===== src/rtl/itag_fill.sv =====
// I-cache tag/data write-side controller: invalidate-then-fill on miss,
// critical-word-first line fetch, and full-cache invalidate sweep.
module itag_fill #(
    parameter int NL  = 128,
    parameter int LSS = 7,
    parameter int LSH = LSS + 4,
    parameter int PSL = LSH + 1,
    parameter int TS  = 2 + (32 - PSL)
) (
    input  logic            nGCLK,
    input  logic            reset,
    input  logic            miss,
    input  logic [31:0]     miss_addr,
    input  logic            inval_req,
    output logic            mem_req,
    output logic [31:0]     mem_addr,
    input  logic            mem_ack,
    input  logic [31:0]     mem_data,
    output logic            dram_wr,
    output logic [LSS+2:0]  dram_sel,
    output logic [31:0]     dram_data,
    output logic            tag_wr_ena,
    output logic [LSS-1:0]  tag_wr_sel,
    output logic [TS-1:0]   tag_wr_data,
    output logic            fill_done,
    output logic            inval_done,
    output logic            busy
);

    localparam int TW = 32 - PSL;
    localparam logic [LSS-1:0] LAST_LINE = LSS'(NL - 1);

    typedef enum logic [2:0] {
        S_IDLE  = 3'd0,
        S_FINV  = 3'd1,
        S_FILL  = 3'd2,
        S_FTAG  = 3'd3,
        S_GAP   = 3'd4,
        S_SWEEP = 3'd5
    } state_t;

    state_t          r_state;
    state_t          w_state_next;
    logic            r_pend;
    logic [LSS-1:0]  r_line;
    logic [2:0]      r_word0;
    logic [TW-1:0]   r_tag;
    logic [2:0]      r_beat;
    logic [LSS-1:0]  r_count;

    logic            w_pend_any;
    logic            w_start_fill;
    logic            w_sweep_last;
    logic [2:0]      w_word;
    logic            w_unused_bits;

    assign w_pend_any    = r_pend | inval_req;
    assign w_start_fill  = (r_state == S_IDLE) && !w_pend_any && miss;
    assign w_sweep_last  = (r_state == S_SWEEP) && (r_count == LAST_LINE);
    assign w_word        = r_word0 + r_beat;
    assign w_unused_bits = ^miss_addr[1:0];

    always_ff @(posedge nGCLK or posedge reset) begin
        if (reset) begin
            r_state <= S_IDLE;
        end else begin
            r_state <= w_state_next;
        end
    end

    always_comb begin
        w_state_next = r_state;
        case (r_state)
            S_IDLE: begin
                if (w_pend_any)
                    w_state_next = S_SWEEP;
                else if (miss)
                    w_state_next = S_FINV;
            end
            S_FINV:  w_state_next = S_FILL;
            S_FILL: begin
                if (mem_ack && (r_beat == 3'd7))
                    w_state_next = S_FTAG;
            end
            S_FTAG:  w_state_next = S_GAP;
            S_GAP:   w_state_next = S_IDLE;
            S_SWEEP: begin
                if (r_count == LAST_LINE)
                    w_state_next = S_GAP;
            end
            default: w_state_next = S_IDLE;
        endcase
    end

    // Pending invalidate survives the final sweep cycle if re-requested there.
    always_ff @(posedge nGCLK or posedge reset) begin
        if (reset) begin
            r_pend  <= 1'b0;
            r_line  <= '0;
            r_word0 <= '0;
            r_tag   <= '0;
            r_beat  <= '0;
            r_count <= '0;
        end else begin
            if (w_sweep_last)
                r_pend <= inval_req;
            else if (inval_req)
                r_pend <= 1'b1;

            if (w_start_fill) begin
                r_line  <= miss_addr[LSH:5];
                r_word0 <= miss_addr[4:2];
                r_tag   <= miss_addr[31:PSL];
                r_beat  <= '0;
            end else if ((r_state == S_FILL) && mem_ack) begin
                r_beat  <= r_beat + 3'd1;
            end

            if (r_state == S_SWEEP)
                r_count <= r_count + LSS'(1);
            else
                r_count <= '0;
        end
    end

    always_comb begin
        mem_req     = 1'b0;
        mem_addr    = '0;
        dram_wr     = 1'b0;
        dram_sel    = '0;
        dram_data   = '0;
        tag_wr_ena  = 1'b0;
        tag_wr_sel  = '0;
        tag_wr_data = '0;
        fill_done   = 1'b0;
        inval_done  = 1'b0;
        busy        = (r_state != S_IDLE);
        case (r_state)
            S_FINV: begin
                tag_wr_ena  = 1'b1;
                tag_wr_sel  = r_line;
                tag_wr_data = {2'b00, r_tag};
            end
            S_FILL: begin
                mem_req  = 1'b1;
                mem_addr = {r_tag, r_line, w_word, 2'b00};
                if (mem_ack) begin
                    dram_wr   = 1'b1;
                    dram_sel  = {r_line, w_word};
                    dram_data = mem_data;
                end
            end
            S_FTAG: begin
                tag_wr_ena  = 1'b1;
                tag_wr_sel  = r_line;
                tag_wr_data = {2'b01, r_tag};
                fill_done   = 1'b1;
            end
            S_SWEEP: begin
                tag_wr_ena  = 1'b1;
                tag_wr_sel  = r_count;
                inval_done  = (r_count == LAST_LINE);
            end
            default: ;
        endcase
    end

endmodule


===== config.mk =====
export PLATFORM = sky130hd
export DESIGN_NAME = itag_fill
export DESIGN_NICKNAME = d
export VERILOG_FILES = /design/src/rtl/itag_fill.sv
export SDC_FILE = /design/constraint.sdc
export NUM_CORES = 1
export LEC_CHECK = 0
export BUFFER_PORTS_ARGS = -buffer_cell sky130_fd_sc_hd__buf_4
export CAP_MARGIN = 20
export CORE_MARGIN = 8
export CORE_UTILIZATION = 28
export DETAILED_ROUTE_END_ITERATION = 12
export PLACE_DENSITY_LB_ADDON = 0.2
export SLEW_MARGIN = 5
export SYNTH_ARGS = -nofsm -noshare
export SYNTH_HDL_FRONTEND = slang
export SYNTH_SLANG_ARGS = --single-unit

===== constraint.sdc =====
create_clock -name nGCLK -period 2.6 [get_ports nGCLK]
set_clock_uncertainty 0.05 [all_clocks]
set_input_delay 0.52 -clock nGCLK [delete_from_list [all_inputs] [get_ports nGCLK]]
set_output_delay 0.52 -clock nGCLK [all_outputs]
set_load 0.005 [all_outputs]

==> impl_results.md, run 1 <==
- Result of the run: complete, no violations
- CTS H-tree depth: 2
- Share of layout cells above drive strength 1: 53.4%
- Leading register cell type out of synthesis: dfrtp_1
- Max Fanout on Critical Path: 19
- Global-route wire length before repair: between 10000 and 15000 um
- Xor-xnor portion of the synthesized cell area: about 2.4%
- Routed WL per cell: ~16 um
- Buffer type at the clock tree root: clkbuf_8
- Setup repair after global routing missed its margin: false
- Placement Rows: 35
- Hold crit path type: in -> async
- Critical path launch point type: flip-flop
- P&R area growth vs syn: 58.8%
- Yosys warnings: 0
- Fmax: around 400 MHz
- Clock tree sinks: 44
- Static Leak: 2.18 nW
- Clk_lat worst skew: around 290 ps
- Critical Path Sink Type: primary output
- Bufs on Longest Clock Path: 2
- Unique cell type count in the Yosys netlist: 33
- Core area: 0.00915 sq mm
- Share of power burned in combinational logic: between 30% and 40%
- Adder and majority gate portion of the synthesized area: 2.69%
- Final critical-path required period: roughly 2500 ps
- Via total after detailed routing: 2385
- Nets@finish: about 500
- Worst hold slack: ~190 ps
- Worst reg2reg startpoint: r_state[2]
- Final Cycle Share: between 90% and 100%
- GRT overflow: 0
- Starting utilization of the core area: 28.5%
- Fraction of synthesized area in multiplexers: 13.7%
- Number of I/O pins: around 180
- Fin. max-slew vios: 0
- Switching power of the nets: about 0.75 mW
- Wire length after detailed routing: approximately 8600 um
- Post-route setup slack: 147 ps
- Number of flops mapped to enable cells by yosys: 0
- Top-count cell post-synth: and2_1
- Number of hold violations in the final report: 0
- Cell type with the highest aggregate area in the netlist: dfrtp_1
- All-layer global routing usage: roughly an eighth
- Setup Buffers After CTS: 0
- Arrival time at the worst endpoint: roughly 1900 ps
- Post-synth top area share: between 40% and 50%
- PwrDens: 533 mW/mm^2
- Post-synthesis instance area: approximately 0.0026 sq mm
- Max-cap viol count: 0
- Detailed-routing iteration count for the pre-antenna-repair pass: 4
- Async SR Flop Fraction: between 90% and 100%
- Proportion of power drawn by flip-flops and latches: about two fifths
- Number of global-route vias before repair: about 2600
- Clock-pin slew on the worst setup and hold paths: approximately 90 ps
- Vias per cell: approximately 4.5
- Horizontal die dimension: around 110 um
- Data required time at the worst endpoint: approximately 2000 ps
- Synth Area in Compound Gates: around 4.4%
- Clock Power Share: between 20% and 30%
- Maximum VDD drop: about 0.24 mV
- Initial antenna violation count: 1
- Antenna Nets Post-Route: 0
- Largest cells by area after synthesis: dfrtp_1, and2_1, mux2_2
- Die Y-Extent: 112 um
- Final setup violating endpoints: 0
- Area share of and/or/nand/nor cells after synthesis: approximately 30%
- Average cell area after synthesis: around 10 sq um
- Iteration-0 DRC count of the detailed router: 83
- Pre-CTS worst setup slack: 443 ps
- Crit Path Class: reg -> out
- Main combinational cell family by area after synthesis: simple AND/OR/NAND/NOR gates
- Half-perimeter wire length after placement: 6730 um
- Remaining design rule violation count: 0
- Internal power of the cells: around 1.5 mW
- Crit path from: r_state[1]
- Weighted congestion reported at the end of routability-driven placement: roughly 0.83
- Count of inserted antenna diode cells: 0
- Die area: around 0.013 sq mm
- Total CTS buffers: 5
- Sum Neg Setup Slack: 0 ps
- Cell count after synthesis: between 200 and 300
- Switching power as a share of total power: between 30 and 40%
- Maximum number of pins on one net before global-route repair: 47
- Flops & latches, synth: 44
- Pwr Total: 2.20 mW
- Clock tree from TritonCTS: yes
- IO buf count: 172
- Sequential element share of the synthesized area: a little over two fifths
- Total of hold buffers inserted after clock tree synthesis: 0
- Top cells by instance count after synthesis: and2_1, dfrtp_1, mux2_2
## through the flow
step                      area, sq um  cells  util, %
final                            4140    534     45.2
after global routing             4140    534     45.2
after CTS                        4120    534     45.0
after detailed placement         4030    526     44.0
after global placement           4030    526     44.0
after floorplan                  2610    257        -
## power groups by stage
stage                     combinational (mW)  clock [mW]  sequential, mW
after CTS                              0.894       0.477           0.876
after floorplan                        0.476           0           0.816
after global routing                   0.975       0.509           0.897
after global placement                 0.879           0           0.884
final                                  0.874       0.451           0.879
after detailed placement               0.892           0           0.891
## critical path, stage by stage, from the launching register on
cell and delay [ps]:
dfrtp_1 530, nor3b_2 460, buf_4 320, and2_1 160, buf_4 110
## worst paths after layout
check | cells past startpoint | slack [ps] | to
worst max-delay path | 4 | 150 | mem_addr[30]
worst min-delay path | 3 | 190 | r_tag[16]
worst max register to register | 4 | 670 | r_word0[2]
worst min register to register | 1 | 470 | r_word0[0]
max in group asynchronous | 3 | 2060 | r_beat[0]
min in group nGCLK | 2 | 400 | r_tag[18]
## sequential cells by signal, indices dropped and copies added (netlist names)
| name | count |
|---|---|
| r_state | 3 |
| r_tag | 20 |
| r_line | 7 |
| r_word0 | 3 |
| r_pend | 1 |
| r_count | 7 |
| r_beat | 3 |
## logic make-up (layout without fill, tap and decap cells)
logic type,count (synthesis),after routing
muxes,32,32
AOI/OAI and AO/OA,16,16
xor gates and xnor gates,7,7
and+or+nand+nor,126,126
buffers and inverters,24,190
other,1,3
adders and majority gates,5,5
DFF,44,44
## cells in the final DEF, fill, tap and decap left out, types with 2 or more instances in the layout
master,netlist,routed
ha_1,4,4
xnor2_1,4,3
inv_1,3,2
xor2_1,3,2
nor2b_1,3,2
or3_1,3,3
dfrtp_1,44,44
conb_1,1,3
mux2_2,30,30
nand2_1,4,4
or2_2,2,2
a21oi_1,3,3
a22o_1,6,6
buf_12,0,2
nor2_1,10,10
nand3_1,3,3
clkbuf_8,0,6
o21ai_0,4,4
mux2i_1,2,2
and2_1,94,94
buf_4,3,177
## timing repair
item / in CTS / in global routing
hold endpoints to repair: 0 / 0
gates resized for setup: 0 / 2
setup endpoints to repair: 0 / 1
## layout make-up
| cell class | count | area, sq um |
|---|---|---|
| clock buffers | 7 | 86.3 |
| clock inverters | 1 | 7.51 |
| fillers | 888 | 5010 |
| inverters | 3 | 11.3 |
| multi-input cells | 189 | 1420 |
| flip-flops and latches | 44 | 1100 |
| well taps | 111 | 139 |
| repair buffers | 179 | 1370 |
## per-layer routing
metal	share of wire, %	vias up	GRT usage [%]
met3	11	4	6.76
met5	0.15	-	0
met4	0.34	2	2.43
met2	47	126	22.7
met1	41	1098	14.7
li1	-	1155	-
(Power assumes the default switching activity.)
==> inputs of run 2 (changes only) <==
--- a/config.mk
+++ b/config.mk
@@ -5,6 +5,7 @@
 export SDC_FILE = /design/constraint.sdc
 export NUM_CORES = 1
 export LEC_CHECK = 0
+export ABC_AREA = 1
 export BUFFER_PORTS_ARGS = -buffer_cell sky130_fd_sc_hd__buf_4
 export CAP_MARGIN = 20
 export CORE_MARGIN = 8
==> constraint.sdc (replaced) <==
create_clock -name nGCLK -period 2.1 [get_ports nGCLK]
set_clock_uncertainty 0.05 [all_clocks]
set_input_delay 0.42 -clock nGCLK [delete_from_list [all_inputs] [get_ports nGCLK]]
set_output_delay 0.42 -clock nGCLK [all_outputs]
set_load 0.005 [all_outputs]
==> run 2 against run 1 <==
Net effect: the run now ends with setup timing left; register-to-register slack got worse by 100 ps; sequential cell count did not move; combinational power fell by 84%; final cell count rose by 33%; largest power group unchanged.
==> impl_results.md, run 2 <==
- Buffer type at the clock tree root: clkbuf_8
- Initial antenna violation count: 0 (-1)
- Post-synthesis instance area: 0.00270 sq mm (+3.6%)
- Transition time at the pin with the least slew margin: ~540 ps
- Clock tree from TritonCTS: yes
- Post-synth top area share: 40.8% (-1.5 points)
- Violated checks: setup timing
- Arrival time at the worst endpoint: 1740 ps (-140 ps)
- Critical path launch point type: flip-flop
- Die area: 0.0130 sq mm (+3.1%)
- Number of hold violations in the final report: 0 (unchanged)
- Core area: 0.00955 sq mm (+4.3%)
- Bufs on Longest Clock Path: 2 (unchanged)
- IO buf count: 172 (unchanged)
- Weighted congestion reported at the end of routability-driven placement: 0.771 (-7.2%)
- Async SR Flop Fraction: 100% (unchanged)
- Via total after detailed routing: 2974 (+25%)
- Nets@finish: 650 (+31%)
- GRT overflow: 0 (unchanged)
- Global-route wire length before repair: 14800 um (+8.5%)
- Share of layout cells above drive strength 1: 38.0% (-15 points)
- Worst Reg-to-Reg Cells: 7 (+3)
- Fin. max-slew vios: 0 (unchanged)
- Max-cap viol count: 0 (unchanged)
- Placement Rows: 36 (+2.9%)
- Number of placed cells counting well taps: 698 (+33%)
- Unique cell type count in the Yosys netlist: 24 (-27%)
- Register Area: 0.00110 sq mm (unchanged)
- Remaining design rule violation count: 0 (unchanged)
- Number of flip-flops under the largest register name: 20 (unchanged)
- Vias per cell: 4.19 (-6.2%)
- Crit Path Class: reg -> out
- Leading register cell type out of synthesis: dfrtp_1
- Top-count cell post-synth: nand2_1
- Clk_lat worst skew: 290 ps (about the same)
- Flops & latches, synth: 44 (unchanged)
- Top cells by instance count after synthesis: nand2_1, nor2_1, dfrtp_1
- Max Fanout on Critical Path: 2 (-17)
- Clock tree sinks: 44 (unchanged)
- Area of the multi-input gates: 0.00129 sq mm (-9.1%)
- Clock-pin slew on the worst setup and hold paths: 80 ps (about the same)
- Fmax: 452 MHz
- Maximum VDD drop: 0.249 mV (+5.4%)
- P&R area growth vs syn: 57.9%
- Maximum number of pins on one net before global-route repair: 40 (-15%)
- Largest cells by area after synthesis: dfrtp_1, nand2_1, nor2_1
- Die Y-Extent: 114 um (+1.5%)
- Most frequent standard cell in the layout excluding fill and tap cells: buf_4
- Final core area utilization: 44.7% (-0.54 points)
- Detailed-routing iteration count for the pre-antenna-repair pass: 4 (unchanged)
- Average cell area after synthesis: 6.62 sq um (-35%)
- Post-route setup slack: -112 ps (-259 ps)
- Layout Cells excl Fill: 710 (+33%)
- All-layer global routing usage: 14.0% (+0.65 points)
- Final critical-path required period: roughly 2200 ps
- Setup repair after global routing missed its margin: true
- Static Leak: 2.28 nW (+4.8%)
- Count of inserted antenna diode cells: 0 (unchanged)
- Cell type with the highest aggregate area in the netlist: dfrtp_1
- CTS H-tree depth: 2 (unchanged)
- Number of fillers in the final layout: 1006 (+13%)
- Commonest cells after routing, fill and taps aside: buf_4, nand2_1, nor2_1
- Half-perimeter wire length after placement: 7260 um (+7.8%)
- Cell count after synthesis: 408 (+60%)
- Result of the run: complete, but fails checks
- Registers with the most flip-flops: r_tag: 20 flops, r_count: 7 flops, r_line: 7 flops
- Number of global-route vias before repair: 2990 (+17%)
- Final setup violating endpoints: 4 (+4)
- Data required time at the worst endpoint: 1630 ps (-400 ps)
- Sequential element share of the synthesized area: 40.8% (-1.5 points)
- Reg with most FFs: r_tag
- Starting utilization of the core area: 28.3% (-0.19 points)
- Number of flops mapped to enable cells by yosys: 0 (unchanged)
- Total CTS buffers: 5 (unchanged)
- Routed WL per cell: 13.2 um (-18%)
- Relative max-transition margin: a little under two thirds
- Pwr Total: 1.68 mW (-24%)
- Antenna Nets Post-Route: 0 (unchanged)
- Wire length after detailed routing: 9400 um (+9.2%)
- PwrDens: 394 mW/mm^2 (-26%)
- Horizontal die dimension: 114 um (+1.5%)
- Yosys warnings: 0 (unchanged)
- Hold crit path type: in -> async
- Critical Path Sink Type: primary output
- Iteration-0 DRC count of the detailed router: 127 (+53%)
- Number of I/O pins: 178 (unchanged)
- Final Cycle Share: 105%
[run 2: cell count changes after synthesis, sizes merged, moves of 6 or more]
cell | previous run | this run
nor2 | 10 | 101
nand2 | 4 | 147
nand3 | 3 | 11
and2 | 94 | 0
o21ai | 4 | 11
a22o | 6 | 0
buf | 8 | 19
mux2 | 30 | 0
inv | 3 | 49
clkbuf | 13 | 5
[run 2: final cells by class]
class	instances	share of cell area [%]
inverters	49	4.43
well taps	133	3.90
clock inverters	2	0.909
repair buffers	183	32.7
multi-input cells	293	30.3
clock buffers	6	1.94
flip-flops and latches	44	25.8
[run 2: metrics by stage]
stage	worst slack (ps)	hold slack [ps]	setup TNS, ps	area, sq um
3_3_place_gp	96.6	413	0	4050
3_5_place_dp	81.8	415	0	4050
5_1_grt	-219	166	-644	4270
2_1_floorplan	286	399	0	2710
6_report	-112	119	-283	4270
4_1_cts	-121	132	-357	4220
[run 2: kinds of logic after synthesis]
group,share of synthesized area (%)
AOI/OAI and AO/OA,3.98
adders and majority gates,2.59
buffers and inverters,13.6
DFF,40.8
other,0.139
and+or+nand+nor,38.9
[run 2: report_power, final]
part                   switching, mW  leakage, nW  internal [mW]
registers      0.0000000000000000104        0.585          0.846
logic                         0.0558         1.63         0.0878
clock network                  0.301       0.0614          0.389
total                          0.357         2.28           1.32
[run 2: metal layers]
metal  routed length [um]  vias to the layer above  GRT usage [%]
met4                   90                        0           3.55
met2                 4500                       86           23.7
met5                    0                        -              0
met1                 4150                     1346           16.8
met3                  656                       10           4.11
li1                     -                     1532              -
[run 2: path summary, 6_finish.rpt]
kind	start	endpoint	slack, ps
hold reg to reg	r_tag[19]	r_tag[19]	430
min in group nGCLK	miss_addr[19]	r_tag[7]	260
max in group asynchronous	reset	r_tag[12]	1370
setup reg to reg	r_state[0]	r_line[2]	570
setup / recovery	r_word0[0]	dram_sel[2]	-110
hold / removal	reset	r_beat[2]	120
[run 2: repair_timing]
action,in CTS,in global routing
gates resized for setup,12,8
pin swaps,1,1
hold buffers,0,0
buffers inserted,2,2
endpoints found under the setup margin,4,21
gates cloned,0,0
[run 2: worst max-delay path, stage by stage, from the launching register on]
cell	delay, ps
dfrtp_1	390
ha_2	190
fa_2	360
inv_2	60
nand2_2	60
a21oi_2	180
nor3_2	60
buf_4	140
